## src/rtl/mm_pkg.sv

```systemverilog
// Shared definitions for the matrix-multiply result path: default widths,
// drain FSM states and the index-width helper.
package mm_pkg;

    localparam int DW_DEFAULT = 16;

    typedef enum logic {
        IDLE  = 1'b0,
        DRAIN = 1'b1
    } state_t;

    // An index port always needs at least one bit, even for a 1x1 matrix.
    function automatic int idx_width(input int m);
        return (m > 1) ? $clog2(m) : 1;
    endfunction

endpackage

```

## src/rtl/res_drain.sv

```systemverilog
// Captures an MxM result matrix and serialises it as M row or column vectors
// over a valid/ready stream, accepting the next matrix on the last handshake.
module res_drain
    import mm_pkg::*;
#(
    parameter int M  = 3,
    parameter int DW = DW_DEFAULT,
    localparam int IW = idx_width(M)
) (
    input  logic                         CLK,
    input  logic                         rst,
    input  logic [M-1:0][M-1:0][DW-1:0]  c,
    input  logic                         c_vld,
    output logic                         c_rdy,
    input  logic                         col_major,
    output logic [M-1:0][DW-1:0]         o_data,
    output logic [IW-1:0]                o_idx,
    output logic                         o_vld,
    input  logic                         o_rdy,
    output logic                         o_last
);

    localparam logic [IW-1:0] LAST_IDX = IW'(M - 1);

    state_t                         state;
    state_t                         state_nxt;
    logic [M-1:0][M-1:0][DW-1:0]    mat_q;
    logic                           col_q;
    logic [IW-1:0]                  idx_q;
    logic                           at_last;
    logic                           last_hs;
    logic                           capture;

    // c_rdy opens during the final handshake so a new matrix can follow with no bubble.
    assign at_last = (state == DRAIN) && (idx_q == LAST_IDX);
    assign last_hs = at_last && o_rdy;
    assign c_rdy   = (state == IDLE) || last_hs;
    assign capture = c_vld && c_rdy;

    always_ff @(posedge CLK or negedge rst) begin
        if (!rst) begin
            state <= IDLE;
        end else begin
            state <= state_nxt;
        end
    end

    always_comb begin
        state_nxt = state;
        case (state)
            IDLE: begin
                if (capture) begin
                    state_nxt = DRAIN;
                end
            end
            DRAIN: begin
                if (last_hs) begin
                    state_nxt = capture ? DRAIN : IDLE;
                end
            end
            default: state_nxt = IDLE;
        endcase
    end

    always_ff @(posedge CLK or negedge rst) begin
        if (!rst) begin
            mat_q <= '0;
            col_q <= 1'b0;
            idx_q <= '0;
        end else if (capture) begin
            mat_q <= c;
            col_q <= col_major;
            idx_q <= '0;
        end else if ((state == DRAIN) && o_rdy && !at_last) begin
            idx_q <= idx_q + 1'b1;
        end
    end

    // Column order transposes the read: element k of vector idx is mat[k][idx].
    always_comb begin
        o_vld  = 1'b0;
        o_last = 1'b0;
        o_idx  = '0;
        o_data = '0;
        if (state == DRAIN) begin
            o_vld  = 1'b1;
            o_last = at_last;
            o_idx  = idx_q;
            for (int k = 0; k < M; k++) begin
                o_data[k] = col_q ? mat_q[k][idx_q] : mat_q[idx_q][k];
            end
        end
    end

endmodule
```

## config.mk

```make
export PLATFORM = sky130hd
export DESIGN_NAME = res_drain
export DESIGN_NICKNAME = d
export VERILOG_FILES = /design/src/rtl/mm_pkg.sv /design/src/rtl/res_drain.sv
export SDC_FILE = /design/constraint.sdc
export NUM_CORES = 1
export LEC_CHECK = 0
export CAP_MARGIN = 5
export CORE_ASPECT_RATIO = 0.7
export CORE_UTILIZATION = 53
export CTS_CLUSTER_SIZE = 10
export DETAILED_ROUTE_END_ITERATION = 8
export GPL_TIMING_DRIVEN = 0
export PLACE_DENSITY = 0.93
export SETUP_SLACK_MARGIN = 0.3
export SLEW_MARGIN = 40
export SYNTH_ARGS = -nofsm -noshare
export SYNTH_HDL_FRONTEND = slang
export SYNTH_SLANG_ARGS = --single-unit
```

## constraint.sdc

```tcl
create_clock -name CLK -period 3.97 [get_ports CLK]
set_clock_uncertainty 0.15 [all_clocks]
set_input_delay 0.5955 -clock CLK [delete_from_list [all_inputs] [get_ports CLK]]
set_output_delay 0.5955 -clock CLK [all_outputs]
set_load 0.01 [all_outputs]
```

==> results of run 1 <==
[final cells by class]
class	instances	area share, %
Multi-Input combinational cell	326	34.5
Clock buffer	20	4.28
Buffer	44	3.45
Inverter	5	0.176
Tap cell	190	2.23
Timing Repair Buffer	203	19.3
Clock inverter	12	1.35
Sequential cell	148	34.7
[cell usage in the layout (no fill, tap or decap), types with 6 or more instances in the layout]
cell type,Yosys,final
a31oi_1,16,16
a32oi_1,16,16
dfrtp_1,148,148
clkbuf_16,0,17
mux4_2,31,31
mux2_2,95,95
buf_4,14,14
and3b_1,32,32
o21ai_0,16,16
buf_12,6,6
buf_2,9,9
clkbuf_1,8,9
a22o_1,34,34
mux2_4,50,50
clkdlybuf4s50_1,0,200
nand2_1,13,13
[cells in the mapped netlist]
master / number
a21bo_4: 1
a21oi_1: 1
a22o_1: 34
a31oi_1: 16
a32oi_1: 16
and3b_1: 32
buf_1: 2
buf_12: 6
buf_2: 9
buf_4: 14
buf_6: 4
buf_8: 1
clkbuf_1: 8
dfrtp_1: 148
ha_1: 1
inv_1: 5
mux2_2: 95
mux2_4: 50
mux2i_1: 1
mux4_1: 1
mux4_2: 31
nand2_1: 13
nand2_8: 1
nand2b_1: 2
nand3_1: 3
nor2_1: 5
nor2_2: 1
nor2b_1: 2
nor3_4: 2
nor3b_2: 1
o21ai_0: 16
o22ai_1: 1
[worst reg2reg max path, stage by stage, from the launching register on]
cell     delay [ns]
dfrtp_1        0.38
buf_6          0.18
inv_1          0.14
ha_1           0.27
a21bo_4        0.25
nand2_8        0.11
buf_4          0.27
mux2_2         0.39
[logic make-up (layout without fill, tap and decap cells)]
group | Yosys count | after routing | synth area share (%)
buffers and inverters | 49 | 284 | 4.98
AND/OR/NAND/NOR | 62 | 62 | 5.92
flip-flops | 148 | 148 | 47.7
multiplexers | 178 | 178 | 32.9
adder cells (fa/ha/maj) | 1 | 1 | 0.161
AO/OA/AOI/OAI | 85 | 85 | 8.32
[registers in the layout, summed over array words and instances, names as in the netlist]
signal and flops:
mat_q 144, idx_q 2, col_q 1, state 1
[per-layer routing]
layer	part of all wire, %	global-route usage (%)	wire length [um]	vias up
li1	-	-	-	2454
met1	41	46.2	10300	3070
met2	47	56.3	12000	409
met3	9.7	7.46	2430	56
met4	2.2	13.0	557	0
met5	0	0	0	-
[what timing repair did]
action	4_1_cts	5_1_grt
gates resized for setup	0	1
setup endpoints to repair	0	3
hold endpoints to repair	9	0
hold buffers	1	0
[power breakdown]
group          switching [W]  internal [W]
combinational        0.00224       0.00296
sequential          0.000616       0.00228
clock               0.000662      0.000972
[metrics by stage]
stage | util (%) | power [W]
after floorplan | - | 0.00578
after global placement | 71.0 | 0.00774
after detailed placement | 71.2 | 0.00795
after CTS | 75.6 | 0.00965
after global routing | 75.6 | 0.0101
final | 75.6 | 0.00974
[worst paths after layout]
check | startpoint | end | slack, ns | cells past startpoint
worst max-delay path | idx_q[1]$_DFFE_PN0P_ | o_data[15] | 0.32 | 6
worst min-delay path | mat_q[137]$_DFFE_PN0P_ | mat_q[137]$_DFFE_PN0P_ | 0.36 | 1
worst max register to register | idx_q[0]$_DFFE_PN0P_ | mat_q[22]$_DFFE_PN0P_ | 1.70 | 7
worst min register to register | mat_q[137]$_DFFE_PN0P_ | mat_q[137]$_DFFE_PN0P_ | 0.36 | 1
max in group asynchronous | rst | mat_q[107]$_DFFE_PN0P_ | 2.33 | 3
min in group asynchronous | rst | mat_q[47]$_DFFE_PN0P_ | 0.57 | 2
==> flow_metrics.env, run 1 <==
export IMPL_status="completed"
export IMPL_die_w_um=147
export IMPL_crit_fanout=10
export IMPL_synth_distinct_cells=32
export IMPL_seqCellArea_sq_mm=0.00370
export IMPL_maxCapViolations=0
export IMPL_power_density_mw_per_mm2=913
export IMPL_cp_slowest_cell="clkdlybuf4s50_1"
export IMPL_setup_tns_ns=0
export IMPL_cts_setup_buffers=0
export IMPL_worst_pin_slew_ns=0.772
export IMPL_grt_max_degree=80
export IMPL_worst_slack_ns=0.320
export IMPL_diodes=0
export IMPL_gp_congestion=0.871
export IMPL_clk_pin_slew_ns=0.07
export IMPL_antenna_left=0
export IMPL_irDropWorstVdd_mv=0.427
export IMPL_min_path_type="reg2reg"
export IMPL_routedWlPerCell_um=26.6
export IMPL_crit_buf_inv=3
export IMPL_hpwl_um=17700
export IMPL_min_period_over_period_pct=91.9
export IMPL_rsz0062_at_grt="no"
export IMPL_synth_area_leaders="dfrtp_1 (48%), mux2_2 (14%), mux2_4 (9.7%), mux4_2 (9.0%), a22o_1 (3.8%)"
export IMPL_syn_mean_instance_area_sq_um=14.8
export IMPL_cts_root_buf="clkbuf_16"
export IMPL_seq_area_frac_synth_pct=47.7
export IMPL_cp_cell_sequence="nor2b_1 > clkbuf_1 > buf_2 > a32oi_1 > a31oi_1 > clkdlybuf4s50_1"
export IMPL_endpoint_kind="primary output"
export IMPL_synth_top_area_cell="dfrtp_1"
export IMPL_crit_family="buffers and inverters"
export IMPL_synth_seq_cells=148
export IMPL_num_vias=5989
export IMPL_cts_sinks=148
export IMPL_num_rows=36
export IMPL_coreArea_sq_mm=0.0141
export IMPL_dpl_cell_count=915
export IMPL_dr_pass1_iters=5
export IMPL_syn_area_sq_mm=0.00776
export IMPL_cp_slowest_stage_delay_ns=0.60
export IMPL_port_buffers=201
export IMPL_area_growth_pct=37.3
export IMPL_yosysTopAreaCellShare_pct=47.7
export IMPL_clock_latency_ns=0.42
export IMPL_grt_total_usage_pct=34.5
export IMPL_viasPerCell=6.32
export IMPL_design_area_sq_mm=0.0107
export IMPL_drc_errors=0
export IMPL_first_iter_violations=442
export IMPL_dieHeight_um=103
export IMPL_start_util_pct=55.1
export IMPL_grt_pass1_wl_um=37300
export IMPL_period_needed_ns=3.65
export IMPL_drv_slew=0
export IMPL_hold_worst_slack_ns=0.361
export IMPL_hold_viol=0
export IMPL_overflow=0
export IMPL_drive_gt1_share_pct=32.8
export IMPL_slew_headroom_pct=48.4
export IMPL_io_pins=202
export IMPL_max_freq_mhz=274
export IMPL_nFillCells=837
export IMPL_instances_no_fill=948
export IMPL_multi_input_area_sq_mm=0.00368
export IMPL_start_kind="register"
export IMPL_nNetsFinal=895
export IMPL_cts_htree_levels=4
export IMPL_synthCells=523
export IMPL_ys_warn_count=0
export IMPL_critPathArrivalTime_ns=2.90
export IMPL_setup_viol=0
export IMPL_dp_slack_ns=0.878
export IMPL_power_leakage_nw=4.68
export IMPL_cts_buffers=17
export IMPL_criticalPathCategory="reg2out"
export IMPL_clock_path_buffers=2
export IMPL_tritoncts="yes"
export IMPL_cp_required_ns=3.22
export IMPL_dpl_cell_area_sq_mm=0.0100
export IMPL_grt_pass1_vias=6246
export IMPL_totalWireLength_um=25200
export IMPL_syn_nets=673
export IMPL_dieArea_sq_mm=0.0151
export IMPL_grt_antenna_before_repair=0
(Power assumes the default switching activity.)
==> inputs of run 2 (changes only) <==
--- a/config.mk
+++ b/config.mk
@@ -11,7 +11,7 @@
 export CTS_CLUSTER_SIZE = 10
 export DETAILED_ROUTE_END_ITERATION = 8
 export GPL_TIMING_DRIVEN = 0
-export PLACE_DENSITY = 0.93
+export PLACE_DENSITY = 0.94
 export SETUP_SLACK_MARGIN = 0.3
 export SLEW_MARGIN = 40
 export SYNTH_ARGS = -nofsm -noshare
==> constraint.sdc (replaced) <==
create_clock -name CLK -period 4.6 [get_ports CLK]
set_clock_uncertainty 0.15 [all_clocks]
set_input_delay 0.69 -clock CLK [delete_from_list [all_inputs] [get_ports CLK]]
set_output_delay 0.69 -clock CLK [all_outputs]
set_load 0.01 [all_outputs]
==> flow_metrics.env, run 2 (same netlist as run 1, synthesis figures left out) <==
export IMPL_grt_total_usage_pct=34.4
export IMPL_drv_slew=0
export IMPL_largest_register_ffs=144
export IMPL_worst_pin_slew_ns=0.862
export IMPL_cp_cell_sequence="buf_6 > buf_6 > nor2_1 > buf_4 > a22o_1 > clkdlybuf4s50_1"
export IMPL_grt_max_degree=68
export IMPL_dpl_cell_area_sq_mm=0.0101
export IMPL_grtUsageMet2_pct=52.8
export IMPL_cp_required_ns=3.76
export IMPL_worst_slack_ns=0.801
export IMPL_met1_usage_pct=45.7
export IMPL_clock_path_buffers=2
export IMPL_clk_pin_slew_ns=0.07
export IMPL_io_pins=202
export IMPL_crit_fanout=10
export IMPL_cts_root_buf="clkbuf_16"
export IMPL_hold_worst_slack_ns=0.363
export IMPL_port_buffers=201
export IMPL_dieHeight_um=103
export IMPL_min_period_over_period_pct=82.6
export IMPL_gp_congestion=0.914
export IMPL_slew_headroom_pct=42.3
export IMPL_nNetsFinal=896
export IMPL_cts_sinks=148
export IMPL_die_w_um=147
export IMPL_area_growth_pct=37.9
export IMPL_reg_largest_list="mat_q x144, idx_q x2"
export IMPL_period_needed_ns=3.80
export IMPL_status="completed"
export IMPL_irDropWorstVdd_mv=0.376
export IMPL_cts_htree_levels=4
export IMPL_clock_latency_ns=0.42
export IMPL_dieArea_sq_mm=0.0151
export IMPL_grt_pass1_wl_um=37500
export IMPL_cp_endpoint="o_data[21]"
export IMPL_fin_util_pct=75.9
export IMPL_start_kind="register"
export IMPL_num_rows=36
export IMPL_power_density_mw_per_mm2=795
export IMPL_diodes=0
export IMPL_min_path_type="reg2reg"
export IMPL_power_w=0.00851
export IMPL_antenna_left=0
export IMPL_routedWlPerCell_um=26.4
export IMPL_overflow=0
export IMPL_drive_gt1_share_pct=33.1
export IMPL_hpwl_um=18000
export IMPL_power_leakage_nw=4.70
export IMPL_max_freq_mhz=263
export IMPL_cp_slowest_stage_delay_ns=0.66
export IMPL_first_iter_violations=528
export IMPL_hold_viol=0
export IMPL_endpoint_kind="primary output"
export IMPL_nFillCells=842
export IMPL_grt_pass1_vias=6286
export IMPL_grt_antenna_before_repair=0
export IMPL_num_vias=6054
export IMPL_largest_register="mat_q"
export IMPL_crit_buf_inv=4
export IMPL_startpoint="idx_q[0]$_DFFE_PN0P_"
export IMPL_design_area_sq_mm=0.0107
export IMPL_timing_rr_end="mat_q[46]$_DFFE_PN0P_"
export IMPL_r2r_worst_path_cells=8
export IMPL_criticalPathCategory="reg2out"
export IMPL_coreArea_sq_mm=0.0141
export IMPL_cts_buffers=17
export IMPL_worst_path_stages=6
export IMPL_maxCapViolations=0
export IMPL_totalWireLength_um=25100
export IMPL_dp_slack_ns=1.38
export IMPL_cp_slowest_cell="nor2_1"
export IMPL_final_cell_mix="clkdlybuf4s50_1 (200), dfrtp_1 (148), mux2_2 (95), mux2_4 (50), a22o_1 (34)"
export IMPL_viasPerCell=6.38
export IMPL_crit_family="buffers and inverters"
export IMPL_grtUsageMet3_pct=11.5
export IMPL_busiest_layer="met2"
export IMPL_start_util_pct=55.1
export IMPL_critPathArrivalTime_ns=2.96
export IMPL_dr_pass1_iters=5
export IMPL_tritoncts="yes"
export IMPL_critPathMostFrequentCell="buf_6"
export IMPL_reg2reg_from="idx_q[0]$_DFFE_PN0P_"
export IMPL_setup_viol=0
export IMPL_reg2reg_slack_ns=2.34
export IMPL_drc_errors=0
export IMPL_final_common_cell="clkdlybuf4s50_1"
export IMPL_rsz0062_at_grt="no"
==> run 2: changes by cell type in the layout (fill, tap and decap cells not counted), sizes merged <==
cell	previous run	this run
inv	10	13
buf	38	39
bufinv	2	3
clkinv	3	0
clkbuf	28	26
clkinvlp	2	3
==> run 2: final cells by class <==
class                           count  area, sq um  area share, %
Buffer                             44          368           3.44
Clock buffer                       18          439           4.10
Clock inverter                     14          190           1.78
Inverter                            5         18.8          0.175
Multi-Input combinational cell    326         3670           34.3
Sequential cell                   148         3700           34.6
Tap cell                          190          238           2.22
Timing Repair Buffer              204         2070           19.4
==> run 2: routing by layer <==
metal | vias up | share of wire (%)
li1 | 2462 | -
met1 | 3065 | 40
met2 | 468 | 46
met3 | 59 | 12
met4 | 0 | 2.7
met5 | - | 0
==> run 2: metrics by stage <==
stage	cells	setup TNS, ns
after floorplan	523	0
after global placement	914	-432.79
after detailed placement	916	0
after CTS	949	0
after global routing	949	0
final	949	0
==> run 2: what timing repair did <==
item                                   in CTS  in global routing
endpoints found under the hold margin      12                  0
hold buffers                                1                  0
resized for setup                           0                  0
buffers inserted                            0                  0
==> run 2: where the power goes <==
| group | internal [W] | total (W) | leakage, nW | switching [W] |
|---|---|---|---|---|
| logic | 0.00256 | 0.00447 | 2.64 | 0.00191 |
| registers | 0.00197 | 0.00253 | 1.76 | 0.000561 |
| clock network | 0.000888 | 0.00151 | 0.300 | 0.000617 |
==> run 2: worst register-to-register path, cell delays in order (launching register included) <==
cell	delay, ns
dfrtp_1	0.36
buf_6	0.17
inv_1	0.14
ha_1	0.26
a21bo_4	0.26
nand2_8	0.12
buf_12	0.17
buf_12	0.17
mux2_4	0.33
==> run 2: how the worst min path moves through the flow <==
stage,start,end,slack (ns),cells past startpoint
after floorplan,rst,col_q$_DFFE_PN0P_,0.24,0
after CTS,mat_q[13]$_DFFE_PN0P_,mat_q[13]$_DFFE_PN0P_,0.36,1
after detailed placement,mat_q[143]$_DFFE_PN0P_,mat_q[143]$_DFFE_PN0P_,0.35,1
after global routing,mat_q[13]$_DFFE_PN0P_,mat_q[13]$_DFFE_PN0P_,0.37,1
final,mat_q[13]$_DFFE_PN0P_,mat_q[13]$_DFFE_PN0P_,0.36,1
after global placement,mat_q[7]$_DFFE_PN0P_,mat_q[7]$_DFFE_PN0P_,0.34,1
==> inputs of run 3 (changes only) <==
--- a/config.mk
+++ b/config.mk
@@ -7,11 +7,11 @@
 export LEC_CHECK = 0
 export CAP_MARGIN = 5
 export CORE_ASPECT_RATIO = 0.7
-export CORE_UTILIZATION = 53
+export CORE_UTILIZATION = 49
 export CTS_CLUSTER_SIZE = 10
 export DETAILED_ROUTE_END_ITERATION = 8
 export GPL_TIMING_DRIVEN = 0
-export PLACE_DENSITY = 0.94
+export PLACE_DENSITY = 0.88
 export SETUP_SLACK_MARGIN = 0.3
 export SLEW_MARGIN = 40
 export SYNTH_ARGS = -nofsm -noshare
==> constraint.sdc (replaced) <==
create_clock -name CLK -period 3.9 [get_ports CLK]
set_clock_uncertainty 0.15 [all_clocks]
set_input_delay 0.585 -clock CLK [delete_from_list [all_inputs] [get_ports CLK]]
set_output_delay 0.585 -clock CLK [all_outputs]
set_load 0.01 [all_outputs]
==> flow_metrics.env, run 3 (same netlist as run 1, synthesis figures left out) <==
export IMPL_power_switching_w=0.00358
export IMPL_dieHeight_um=107
export IMPL_totalWireLength_um=24300
export IMPL_cts_setup_buffers=0
export IMPL_slew_headroom_pct=58.0
export IMPL_num_rows=38
export IMPL_final_cell_mix="clkdlybuf4s50_1 (200), dfrtp_1 (148), mux2_2 (95), mux2_4 (50), a22o_1 (34)"
export IMPL_largest_register_ffs=144
export IMPL_r2r_worst_path_cells=8
export IMPL_cts_htree_levels=4
export IMPL_status="finished with violations"
export IMPL_power_density_mw_per_mm2=930
export IMPL_p_comb_share_pct=53.3
export IMPL_cts_resized_gates=0
export IMPL_nNetsFinal=894
export IMPL_reg2reg_from="idx_q[0]$_DFFE_PN0P_"
export IMPL_hold_buffers=0
export IMPL_wl_met2_um=10500
export IMPL_grt_max_degree=77
export IMPL_irDropWorstVdd_mv=0.406
export IMPL_period_needed_ns=3.54
export IMPL_reg_largest_list="mat_q x144, idx_q x2"
export IMPL_rsz0062_at_grt="no"
export IMPL_timing_rr_end="mat_q[92]$_DFFE_PN0P_"
export IMPL_power_leakage_nw=4.66
export IMPL_dp_slack_ns=0.879
export IMPL_cts_buffers=17
export IMPL_fin_util_pct=68.6
export IMPL_first_iter_violations=556
export IMPL_diodes=0
export IMPL_dieArea_sq_mm=0.0164
export IMPL_violations="design-rule violations, negative hold slack"
export IMPL_top_layer_used="met5"
export IMPL_clk_pin_slew_ns=0.07
export IMPL_final_common_cell="clkdlybuf4s50_1"
export IMPL_io_pins=202
export IMPL_drive_gt1_share_pct=32.8
export IMPL_setup_viol=0
export IMPL_grt_pass1_wl_um=36700
export IMPL_hpwl_um=18100
export IMPL_viasPerCell=6.12
export IMPL_area_growth_pct=37.0
export IMPL_grt_antenna_before_repair=1
export IMPL_start_kind="register"
export IMPL_nFillCells=1026
export IMPL_worst_pin_slew_ns=0.628
export IMPL_clock_path_buffers=2
export IMPL_min_period_over_period_pct=90.9
export IMPL_drc_errors=13
export IMPL_overflow=0
export IMPL_port_buffers=201
export IMPL_min_path_type="in2async"
export IMPL_hold_worst_slack_ns=-0.0120
export IMPL_cts_root_buf="clkbuf_16"
export IMPL_die_w_um=152
export IMPL_p_int_w=0.00630
export IMPL_maxCapViolations=0
export IMPL_antenna_left=0
export IMPL_reg2reg_slack_ns=1.61
export IMPL_dr_pass1_iters=7
export IMPL_hold_viol=23
export IMPL_num_vias=5858
export IMPL_cp_required_ns=3.16
export IMPL_tritoncts="yes"
export IMPL_wl_met1_um=10800
export IMPL_start_util_pct=50.1
export IMPL_largest_register="mat_q"
export IMPL_gp_congestion=0.918
export IMPL_worst_slack_ns=0.355
export IMPL_criticalPathCategory="reg2out"
export IMPL_drv_slew=0
export IMPL_pwr_share_seq_pct=30.4
export IMPL_p_clk_share_pct=16.3
export IMPL_startpoint="col_q$_DFFE_PN0P_"
export IMPL_p_sw_share_pct=36.3
export IMPL_max_freq_mhz=282
export IMPL_cts_sinks=148
export IMPL_wl_met3_um=2610
export IMPL_coreArea_sq_mm=0.0155
export IMPL_clock_latency_ns=0.42
export IMPL_endpoint_kind="primary output"
export IMPL_cp_endpoint="o_data[13]"
export IMPL_critPathArrivalTime_ns=2.81
export IMPL_grt_total_usage_pct=30.9
export IMPL_routedWlPerCell_um=25.4
export IMPL_grt_pass1_vias=6063
export IMPL_crit_fanout=10
run 3: cell types whose count changed in the layout (fill, tap and decap cells not counted), moves of 2 or more:
cell      change
clkinv_4      +2
clkbuf_1      +2
inv_6         -4
clkinv_2      +3
inv_8         -3
run 3: layout make-up:
class	instances	area, sq um	share of cell area, %
multi-input combinational	326	3670	34.5
clock buffer	20	447	4.20
tap	200	250	2.35
inverter	5	18.8	0.176
clock inverter	12	131	1.24
buffer	44	368	3.46
sequential	148	3700	34.8
timing repair buffer	202	2040	19.2
run 3: power by group through the flow:
stage / clock network, W / registers, W / logic [W]
floorplan: 0 / 0.00268 / 0.00321
global placement: 0 / 0.00292 / 0.00506
detailed placement: 0 / 0.00298 / 0.00516
CTS: 0.00162 / 0.00296 / 0.00523
global route: 0.00169 / 0.00308 / 0.00552
finish: 0.00161 / 0.00301 / 0.00527
run 3: metal layers:
metal  GRT usage (%)  up-vias
met1            43.8     2976
met3            10.4       40
met5               0        -
li1                -     2459
met4            9.24        2
met2            45.2      381
run 3: critical path, stage by stage, from the launching register on:
cell	delay, ns
dfrtp_1	0.38
buf_6	0.16
buf_4	0.19
inv_1	0.25
buf_2	0.35
a32oi_1	0.19
a31oi_1	0.28
clkdlybuf4s50_1	0.59
run 3: through the flow:
stage	cells	area (sq um)	power [W]	TNS, ns	hold WS, ns
final	957	10600	0.00989	0	-0.0120
after detailed placement	925	10100	0.00814	0	0.346
after global routing	957	10600	0.0103	0	0.0324
after floorplan	523	7760	0.00588	0	0.139
after global placement	924	10000	0.00799	-527.37	0.338
after CTS	957	10600	0.00981	0	0.0119
run 3: worst min path at each step:
stage,startpoint,cells after the start,slack (ns),end
after floorplan,rst,0,0.14,col_q$_DFFE_PN0P_
after global placement,mat_q[79]$_DFFE_PN0P_,1,0.34,mat_q[79]$_DFFE_PN0P_
after detailed placement,mat_q[143]$_DFFE_PN0P_,1,0.35,mat_q[143]$_DFFE_PN0P_
after CTS,rst,1,0.01,mat_q[140]$_DFFE_PN0P_
after global routing,rst,1,0.03,mat_q[140]$_DFFE_PN0P_
final,rst,1,-0.01,mat_q[140]$_DFFE_PN0P_
